$ cat src/rtl/return_stack_pkg.sv
// rtl/return_stack_pkg.sv - shared defaults and operation decode for the return-address stack
//
// Purpose: default PC width and return-stack depth for the MUSA core, plus the
// per-edge operation type and the priority decode used by return_stack.
// Ports: none (package).
package return_stack_pkg;

  localparam int MUSA_PC_WIDTH  = 18;
  localparam int MUSA_RAS_DEPTH = 16;

  // The single operation a given clock edge performs, after priority resolution.
  typedef enum logic [2:0] {
    OP_IDLE    = 3'd0,
    OP_FLUSH   = 3'd1,
    OP_REPLACE = 3'd2,
    OP_PUSH    = 3'd3,
    OP_POP     = 3'd4
  } stack_op_e;

  // flush > push&pop > push > pop > idle. Push+pop on an empty stack has no
  // top to replace, so it degrades to a plain push (and never flags underflow).
  function automatic stack_op_e decode_op(input logic flush, input logic push,
                                          input logic pop, input logic empty);
    stack_op_e op;
    if (flush)                  op = OP_FLUSH;
    else if (push && pop && !empty) op = OP_REPLACE;
    else if (push)              op = OP_PUSH;
    else if (pop)               op = OP_POP;
    else                        op = OP_IDLE;
    return op;
  endfunction

endpackage

$ cat src/rtl/stack_regfile.sv
// rtl/stack_regfile.sv - DEPTH x WIDTH storage with one sync write and one async read port
//
// Purpose: unreset register array holding the return addresses.
// Ports:
//   clk    in   1      write clock
//   we     in   1      write enable
//   waddr  in   PTR_W  write address
//   wdata  in   WIDTH  write data
//   raddr  in   PTR_W  read address
//   rdata  out  WIDTH  read data, combinational from raddr
module stack_regfile #(
  parameter int WIDTH = 18,
  parameter int DEPTH = 16,
  localparam int PTR_W = $clog2(DEPTH)
) (
  input  logic             clk,
  input  logic             we,
  input  logic [PTR_W-1:0] waddr,
  input  logic [WIDTH-1:0] wdata,
  input  logic [PTR_W-1:0] raddr,
  output logic [WIDTH-1:0] rdata
);

  logic [WIDTH-1:0] mem [DEPTH];

  always_ff @(posedge clk) begin
    if (we) mem[waddr] <= wdata;
  end

  assign rdata = mem[raddr];

endmodule

$ cat src/rtl/return_stack.sv
// rtl/return_stack.sv - clocked return-address stack with status, sticky flags and wrap mode
//
// Purpose: CALL pushes the return PC, RET pops it; top_o feeds the PC mux.
// Ports:
//   clk          in   1      clock
//   rst_n        in   1      asynchronous reset, active-low
//   push_i       in   1      push data_i
//   pop_i        in   1      pop top entry
//   flush_i      in   1      synchronous clear of stack and sticky flags
//   data_i       in   WIDTH  return PC to push
//   top_o        out  WIDTH  current top entry, 0 when empty
//   empty_o      out  1      no valid entries
//   full_o       out  1      DEPTH valid entries
//   count_o      out  CNT_W  number of valid entries
//   overflow_o   out  1      sticky: push while full
//   underflow_o  out  1      sticky: pop while empty
module return_stack
  import return_stack_pkg::*;
#(
  parameter int WIDTH     = MUSA_PC_WIDTH,
  parameter int DEPTH     = MUSA_RAS_DEPTH,
  parameter bit WRAP_MODE = 1'b0,
  localparam int CNT_W = $clog2(DEPTH + 1),
  localparam int PTR_W = $clog2(DEPTH)
) (
  input  logic             clk,
  input  logic             rst_n,
  input  logic             push_i,
  input  logic             pop_i,
  input  logic             flush_i,
  input  logic [WIDTH-1:0] data_i,
  output logic [WIDTH-1:0] top_o,
  output logic             empty_o,
  output logic             full_o,
  output logic [CNT_W-1:0] count_o,
  output logic             overflow_o,
  output logic             underflow_o
);

  logic [PTR_W-1:0] ptr;       // next free slot
  logic [PTR_W-1:0] top_idx;   // slot of the current top
  logic [CNT_W-1:0] count;
  logic             overflow;
  logic             underflow;
  logic             empty;
  logic             full;
  stack_op_e        op;

  logic             we;
  logic [PTR_W-1:0] waddr;
  logic [WIDTH-1:0] rdata;

  assign empty   = (count == '0);
  assign full    = (count == CNT_W'(DEPTH));
  assign top_idx = ptr - PTR_W'(1);
  assign op      = decode_op(flush_i, push_i, pop_i, empty);

  // A push while full only writes in wrap mode, where it lands on the oldest
  // slot (ptr == oldest once the ring is full).
  always_comb begin
    we    = 1'b0;
    waddr = ptr;
    case (op)
      OP_REPLACE: begin
        we    = 1'b1;
        waddr = top_idx;
      end
      OP_PUSH:    we = !full || WRAP_MODE;
      default:    ;
    endcase
  end

  always_ff @(posedge clk or negedge rst_n) begin
    if (!rst_n) begin
      ptr       <= '0;
      count     <= '0;
      overflow  <= 1'b0;
      underflow <= 1'b0;
    end else begin
      case (op)
        OP_FLUSH: begin
          ptr       <= '0;
          count     <= '0;
          overflow  <= 1'b0;
          underflow <= 1'b0;
        end
        OP_PUSH: begin
          if (!full) begin
            ptr   <= ptr + PTR_W'(1);
            count <= count + CNT_W'(1);
          end else begin
            overflow <= 1'b1;
            if (WRAP_MODE) ptr <= ptr + PTR_W'(1);
          end
        end
        OP_POP: begin
          if (!empty) begin
            ptr   <= top_idx;
            count <= count - CNT_W'(1);
          end else begin
            underflow <= 1'b1;
          end
        end
        default: ;
      endcase
    end
  end

  stack_regfile #(
    .WIDTH (WIDTH),
    .DEPTH (DEPTH)
  ) u_regfile (
    .clk   (clk),
    .we    (we),
    .waddr (waddr),
    .wdata (data_i),
    .raddr (top_idx),
    .rdata (rdata)
  );

  // Storage is not reset, so the top must be masked while empty.
  assign top_o       = empty ? '0 : rdata;
  assign empty_o     = empty;
  assign full_o      = full;
  assign count_o     = count;
  assign overflow_o  = overflow;
  assign underflow_o = underflow;

endmodule

$ cat config.mk
export PLATFORM = sky130hd
export DESIGN_NAME = return_stack
export DESIGN_NICKNAME = d
export VERILOG_FILES = /design/src/rtl/return_stack_pkg.sv /design/src/rtl/stack_regfile.sv /design/src/rtl/return_stack.sv
export SDC_FILE = /design/constraint.sdc
export NUM_CORES = 1
export LEC_CHECK = 0
export ABC_AREA = 1
export BUFFER_PORTS_ARGS = -buffer_cell sky130_fd_sc_hd__clkbuf_2
export CORE_MARGIN = 2
export CORE_UTILIZATION = 51
export CTS_CLUSTER_SIZE = 30
export DETAILED_ROUTE_END_ITERATION = 12
export PLACE_DENSITY = 0.75
export SLEW_MARGIN = 20
export SYNTH_ARGS = -nofsm -noshare
export SYNTH_HDL_FRONTEND = slang
export SYNTH_SLANG_ARGS = --single-unit
export TNS_END_PERCENT = 100
$ cat constraint.sdc
create_clock -name clk -period 2.9 [get_ports clk]
set_clock_uncertainty 0.1 [all_clocks]
set_input_delay 0.435 -clock clk [delete_from_list [all_inputs] [get_ports clk]]
set_output_delay 0.435 -clock clk [all_outputs]
set_load 0.005 [all_outputs]
==> results.ini, run 1 <==
[clocking]
htree_levels=1
cts-buffers-inserted=30
cts_root_buf=clkbuf_16
path_clk_slew_ns=0.06
cts_sinks=299
cts_tree=done
clk-insertion-delay-late_ns=0.55
clock_path_buffers=3

[outcome]
violations=setup timing
status=finished with violations

[die]
io_pins=50
die_y_microns=161.0
core_area_sq_um=24250
die_area_sq_um=25930
initial_core_util_pct=51.87
fp-row-count=57
die_width_microns=161.0

[logic_synthesis]
yosysUniqueCellTypes=29
yosysWarnings=0
synth_seq_cells=299
ys_async_sr_fraction_pct=3.679
synth.area.top_cells=edfxtp_1 69%, nand2_1 11%, nand3_1 8.4%, a21oi_1 2.3%, dfrtp_1 2.2%
yosysMostFrequentCell=nand2_1
synthTopCellsByCount=363 x nand2_1, 288 x edfxtp_1, 212 x nand3_1
synth_area_sq_um=12580
synth_flop_cell=edfxtp_1
netlist_instances=1088
synth.yosys.seq_area_share_pct=70.95
synth_top_cell_area_share_pct=68.76
synth_edf_count=288
syn_nets=1117
avgSynthCellArea_sq_um=11.56
synth_largest_area_cell=edfxtp_1

[power]
peakVddDrop_mv=0.6949
p_leak_nw=5.563
powerDensity_nw_per_um2=1026

[critical_path]
worstPathMaxFanout=8
worstPathRequired_ns=2.37
critical_path.endpoint_type=output pin
path_buf_inv=4
worstSetupPathType=register to output pin
slowest_stage=dfrtp_4
worst_path_most_repeated_cell=nand3_1
cp.arrival_ns=2.41
slowest_delay_ns=0.45
critical_path.top_delay_family=simple AND/OR/NAND/NOR gates
start_kind=register
path_cells=inv_8 > ha_4 > clkinv_8 > buf_12 > nand3_1 > nand3_1 > nand3_1 > nand2_1 > nor2_1 > clkbuf_2

[detailed_routing]
routedWlPerCell_microns=22.42
num_vias=8997
drt.antenna.violating_nets=0
drt_iter0_markers=1188
drcViolationCount=0
drt_pass1_iterations=7
routed_wl_microns=33760
via_per_inst=5.974

[cells_and_area]
fill_cells=1799
fin_area_sq_um=14950
synthToLayoutAreaGrowth_pct=18.90
drive_above_1_share_pct=20.66
final_nets=1191

[global_routing]
antenna_found_initial=3
grt.busiest_layer=met2
met3_usage_pct=3.955
grt_max_degree=76
grt_pass1_vias=8586
grt_first_pass_wirelength_microns=49820
met2_usage_pct=42.10
met1_usage_pct=33.37
gr-total-overflow=0
groute.usage.overall_pct=25.34

[place]
place.gp.congestion=0.8392
placed_area_sq_um=13420
hpwl_microns=18010
port-buffer-count=49
dp_slack_ns=0.2335

[timing]
hold_slack_ns=0.1483
fin_ws_ns=-0.04248
rsz0062_at_grt=yes
setup_viol=6
finalCritPeriodShare_pct=101.5
slew_viol_final=0
setup-tns-final_ns=-0.1029
tightest_slew_ns=0.4354
hold_viol=0
slew_headroom_pct=70.97
fmax_mhz=339.9
min_period_ns=2.942

[min_path]
hold_class=input port to register

[job]
cap_violations=0

cell usage in the layout, fill, tap and decap left out, drive strengths merged:
| cell | instances |
|---|---|
| bufbuf | 1 |
| a21oi | 59 |
| xor2 | 4 |
| nor2 | 40 |
| ha | 5 |
| clkinv | 8 |
| nand4 | 4 |
| o21ai | 6 |
| inv | 14 |
| buf | 56 |
| bufinv | 1 |
| nand2 | 368 |
| clkbuf | 88 |
| nand3b | 4 |
| diode | 1 |
| xnor2 | 1 |
| dlygate4sd3 | 1 |
| edfxtp | 288 |
| dfrtp | 11 |
| nand3 | 220 |
| clkinvlp | 1 |
| fa | 1 |
kinds of logic (layout without fill, tap and decap cells):
family,count (synthesis),count (layout),synth area share [%]
other,0,1,0
XOR/XNOR,5,5,0.3482
flip-flops,299,299,70.95
buffers and inverters,78,170,3.104
AO/OA/AOI/OAI,65,65,2.825
AND/OR/NAND/NOR,635,636,22.12
adder cells (fa/ha/maj),6,6,0.6566
flip-flops by register name, summed over array words and instances, names as in the netlist:
| signal | count |
|---|---|
| u_regfile.mem | 288 |
| underflow_o | 1 |
| overflow_o | 1 |
| count_o | 5 |
| ptr | 4 |
routing by layer:
metal / wire length (microns) / vias up
met5: 15 / -
met4: 1279 / 2
met1: 12420 / 4302
li1: - / 3977
met2: 16410 / 617
met3: 3639 / 99
through the flow:
step | utilization [%] | power [W] | std cells
after global placement | 55.33 | 0.01025 | 1436
after global routing | 61.67 | 0.01598 | 1506
after detailed placement | 55.33 | 0.01035 | 1436
after CTS | 60.39 | 0.01462 | 1497
final | 61.67 | 0.01534 | 1506
after floorplan | - | 0.008444 | 1088
worst reg2reg max path: cells and delay by family (launching register included):
family,cells,cell delay (ns)
xor+xnor,1,0.21
buf+inv,1,0.38
flops,1,0.43
simple gates,5,1.17
final cells by class:
cell class	count	area, sq um	area share, %
clock inverters	9	70.07	0.4685
clock buffers	42	847.1	5.664
repair buffers	104	1084	7.246
multi-input cells	712	3542	23.69
diodes	1	2.502	0.01673
inverters	15	76.32	0.5104
flip-flops and latches	299	8927	59.70
well taps	324	405.4	2.711
where the power goes:
part           internal [W]  switching [W]  total, W
logic               0.00242        0.00426   0.00668
registers           0.00493      0.0000955   0.00502
clock network       0.00210        0.00154   0.00364
worst paths after layout:
path / cells after the start / end / slack, ns / from
max: 10 / top_o[1] / -0.04 / ptr[0]
min: 4 / underflow_o / 0.15 / flush_i
max reg2reg: 7 / u_regfile.mem[1][11] / 0.26 / count_o[1]
min reg2reg: 2 / underflow_o / 0.39 / underflow_o
max in group asynchronous: 2 / ptr[0] / 2.24 / rst_n
min in group asynchronous: 2 / count_o[2] / 0.20 / rst_n
what timing repair did:
item	in CTS	in global routing
pin swaps	1	13
gates cloned	4	4
buffers inserted	5	4
setup endpoints to repair	18	18
endpoints found under the hold margin	11	0
hold buffers	1	0
resized for setup	31	64
Power figures use the tool's default switching activity.
==> run 2, diff against run 1 <==
==> constraint.sdc (replaced) <==
create_clock -name clk -period 2.9 [get_ports clk]
set_clock_uncertainty 0.1 [all_clocks]
set_input_delay 0.58 -clock clk [delete_from_list [all_inputs] [get_ports clk]]
set_output_delay 0.58 -clock clk [all_outputs]
set_load 0.005 [all_outputs]
==> results.ini, run 2 (synthesis results as in run 1) <==
[power]
powerDensity_nw_per_um2=1045  ; +1.9%
p_leak_nw=5.664  ; +1.8%
peakVddDrop_mv=0.6806  ; -2.1%

[global_routing]
grt_pass1_vias=8914  ; +3.8%
grt.busiest_layer=met2
met2_usage_pct=44.25  ; +2.1 points
met3_usage_pct=5.342  ; +1.4 points
grt_max_degree=63  ; -17%
grt_first_pass_wirelength_microns=51480  ; +3.3%
met1_usage_pct=33.63  ; +0.27 points
gr-total-overflow=0  ; unchanged
antenna_found_initial=2  ; -1
groute.usage.overall_pct=26.34  ; +1.0 points

[timing]
rsz0062_at_grt=yes
finalCritPeriodShare_pct=105.0  ; +3.6 points
slew_headroom_pct=75.26  ; +4.3 points
fmax_mhz=328.3  ; -3.4%
setup-tns-final_ns=-1.758  ; -1.655 ns
hold_viol=0  ; unchanged
fin_ws_ns=-0.1461  ; -0.1037 ns
min_period_ns=3.046  ; +0.1037 ns
setup_viol=18  ; +12
slew_viol_final=0  ; unchanged
tightest_slew_ns=0.3711  ; -0.06435 ns

[die]
die_y_microns=161.0  ; unchanged
core_area_sq_um=24250  ; unchanged
die_width_microns=161.0  ; unchanged
die_area_sq_um=25930  ; unchanged
initial_core_util_pct=51.87  ; unchanged
fp-row-count=57  ; unchanged
io_pins=50  ; unchanged

[cells_and_area]
largest_register=u_regfile.mem
mostFrequentLayoutCell=nand2_1
drive_above_1_share_pct=22.26  ; +1.6 points
final_cell_mix=355 x nand2_1, 288 x edfxtp_1, 196 x nand3_1, 46 x clkbuf_2, 34 x clkbuf_16
synthToLayoutAreaGrowth_pct=20.93
final_nets=1202  ; +0.92%
largest_reg_flops=288  ; unchanged
fin_area_sq_um=15210  ; +1.7%

[critical_path]
worstPathRequired_ns=2.22  ; -0.15 ns
path_cells=inv_8 > ha_4 > inv_2 > nand2_4 > nand2_8 > buf_12 > buf_16 > nand3_2 > nand2_2 > a21oi_4 > nor2_4 > clkbuf_2
critical_path.endpoint_type=output pin
slowest_stage=dfrtp_4
slowest_delay_ns=0.51  ; +0.06 ns
start_kind=register
worstSetupPathType=register to output pin
cp.arrival_ns=2.37  ; -0.04 ns
worstPathMaxFanout=7  ; -1
critical_path.top_delay_family=buffers and inverters
path_buf_inv=5  ; +1

[outcome]
violations=setup timing
status=finished with violations

[clocking]
clk-insertion-delay-late_ns=0.56  ; about the same
cts_root_buf=clkbuf_16
cts_sinks=299  ; unchanged
htree_levels=1  ; unchanged
cts_tree=done
clock_path_buffers=3  ; unchanged
path_clk_slew_ns=0.06  ; about the same
cts-buffers-inserted=30  ; unchanged

[detailed_routing]
routedWlPerCell_microns=22.97  ; +2.5%
drt_pass1_iterations=5  ; -2
drcViolationCount=0  ; unchanged
routed_wl_microns=34910  ; +3.4%
drt.antenna.violating_nets=0  ; unchanged
via_per_inst=5.982  ; +0.14%
num_vias=9093  ; +1.1%
drt_iter0_markers=1033  ; -13%

[place]
place.gp.congestion=0.8438  ; +0.55%
hpwl_microns=17470  ; -3.0%
port-buffer-count=49  ; unchanged
placed_area_sq_um=13440  ; +0.19%

[min_path]
hold_class=input port to register

[job]
cap_violations=0  ; unchanged

==> run 2: worst paths after layout <==
path | from | end | slack, ns | depth (start not counted)
max | ptr[0] | top_o[6] | -0.15 | 12
min | flush_i | underflow_o | 0.29 | 4
max reg2reg | ptr[0] | u_regfile.mem[9][12] | 0.32 | 10
min reg2reg | underflow_o | underflow_o | 0.40 | 2
max in group asynchronous | rst_n | ptr[0] | 2.10 | 2
min in group asynchronous | rst_n | count_o[1] | 0.34 | 2
==> run 2: routing by layer <==
layer	routed length [microns]	up-vias
li1	-	4008
met1	12820	4382
met2	17050	593
met3	3591	110
met4	1455	0
met5	0	-
==> run 2: stage by stage <==
stage	utilization, %	power, W	hold slack, ns	cells	setup slack (ns)
2_1_floorplan	-	0.008444	0.1844	1088	-0.2046
3_3_place_gp	55.43	0.01028	0.3754	1446	0.2775
3_5_place_dp	55.43	0.01037	0.3803	1446	0.2529
4_1_cts	62.08	0.01545	0.2850	1518	-0.1013
5_1_grt	62.72	0.01652	0.2960	1520	-0.1908
6_report	62.72	0.01589	0.2906	1520	-0.1461
==> run 2: worst register-to-register path, stage by stage (launching register included) <==
cell and delay, ns:
dfrtp_4 0.51, inv_8 0.09, ha_4 0.16, nand2_4 0.07
nand2_8 0.17, buf_6 0.19, nand4_1 0.11, nand2_1 0.16
nand3_2 0.16, nor2_2 0.32, buf_12 0.23
==> run 2: layout make-up <==
cell class              instances  area, sq um
diodes                          1        2.502
clock buffers                  38        802.0
clock inverters                16        123.9
fillers                      1765         9039
inverters                      15        71.32
multi-input cells             711         3617
flip-flops and latches        299         8929
well taps                     324        405.4
repair buffers                116         1259
==> run 2: repair_timing <==
action,CTS,global route
buffers inserted,6,0
setup endpoints to repair,18,18
gates resized for setup,85,35
pin swaps,14,7
cloned,11,3
endpoints found under the hold margin,11,0
hold buffers,1,0
==> run 2: where the power goes <==
group / leakage (nW) / switching [W] / internal [W]
clock network: 0.446 / 0.00154 / 0.00211
registers: 2.74 / 0.0000963 / 0.00493
logic: 2.48 / 0.00451 / 0.00271
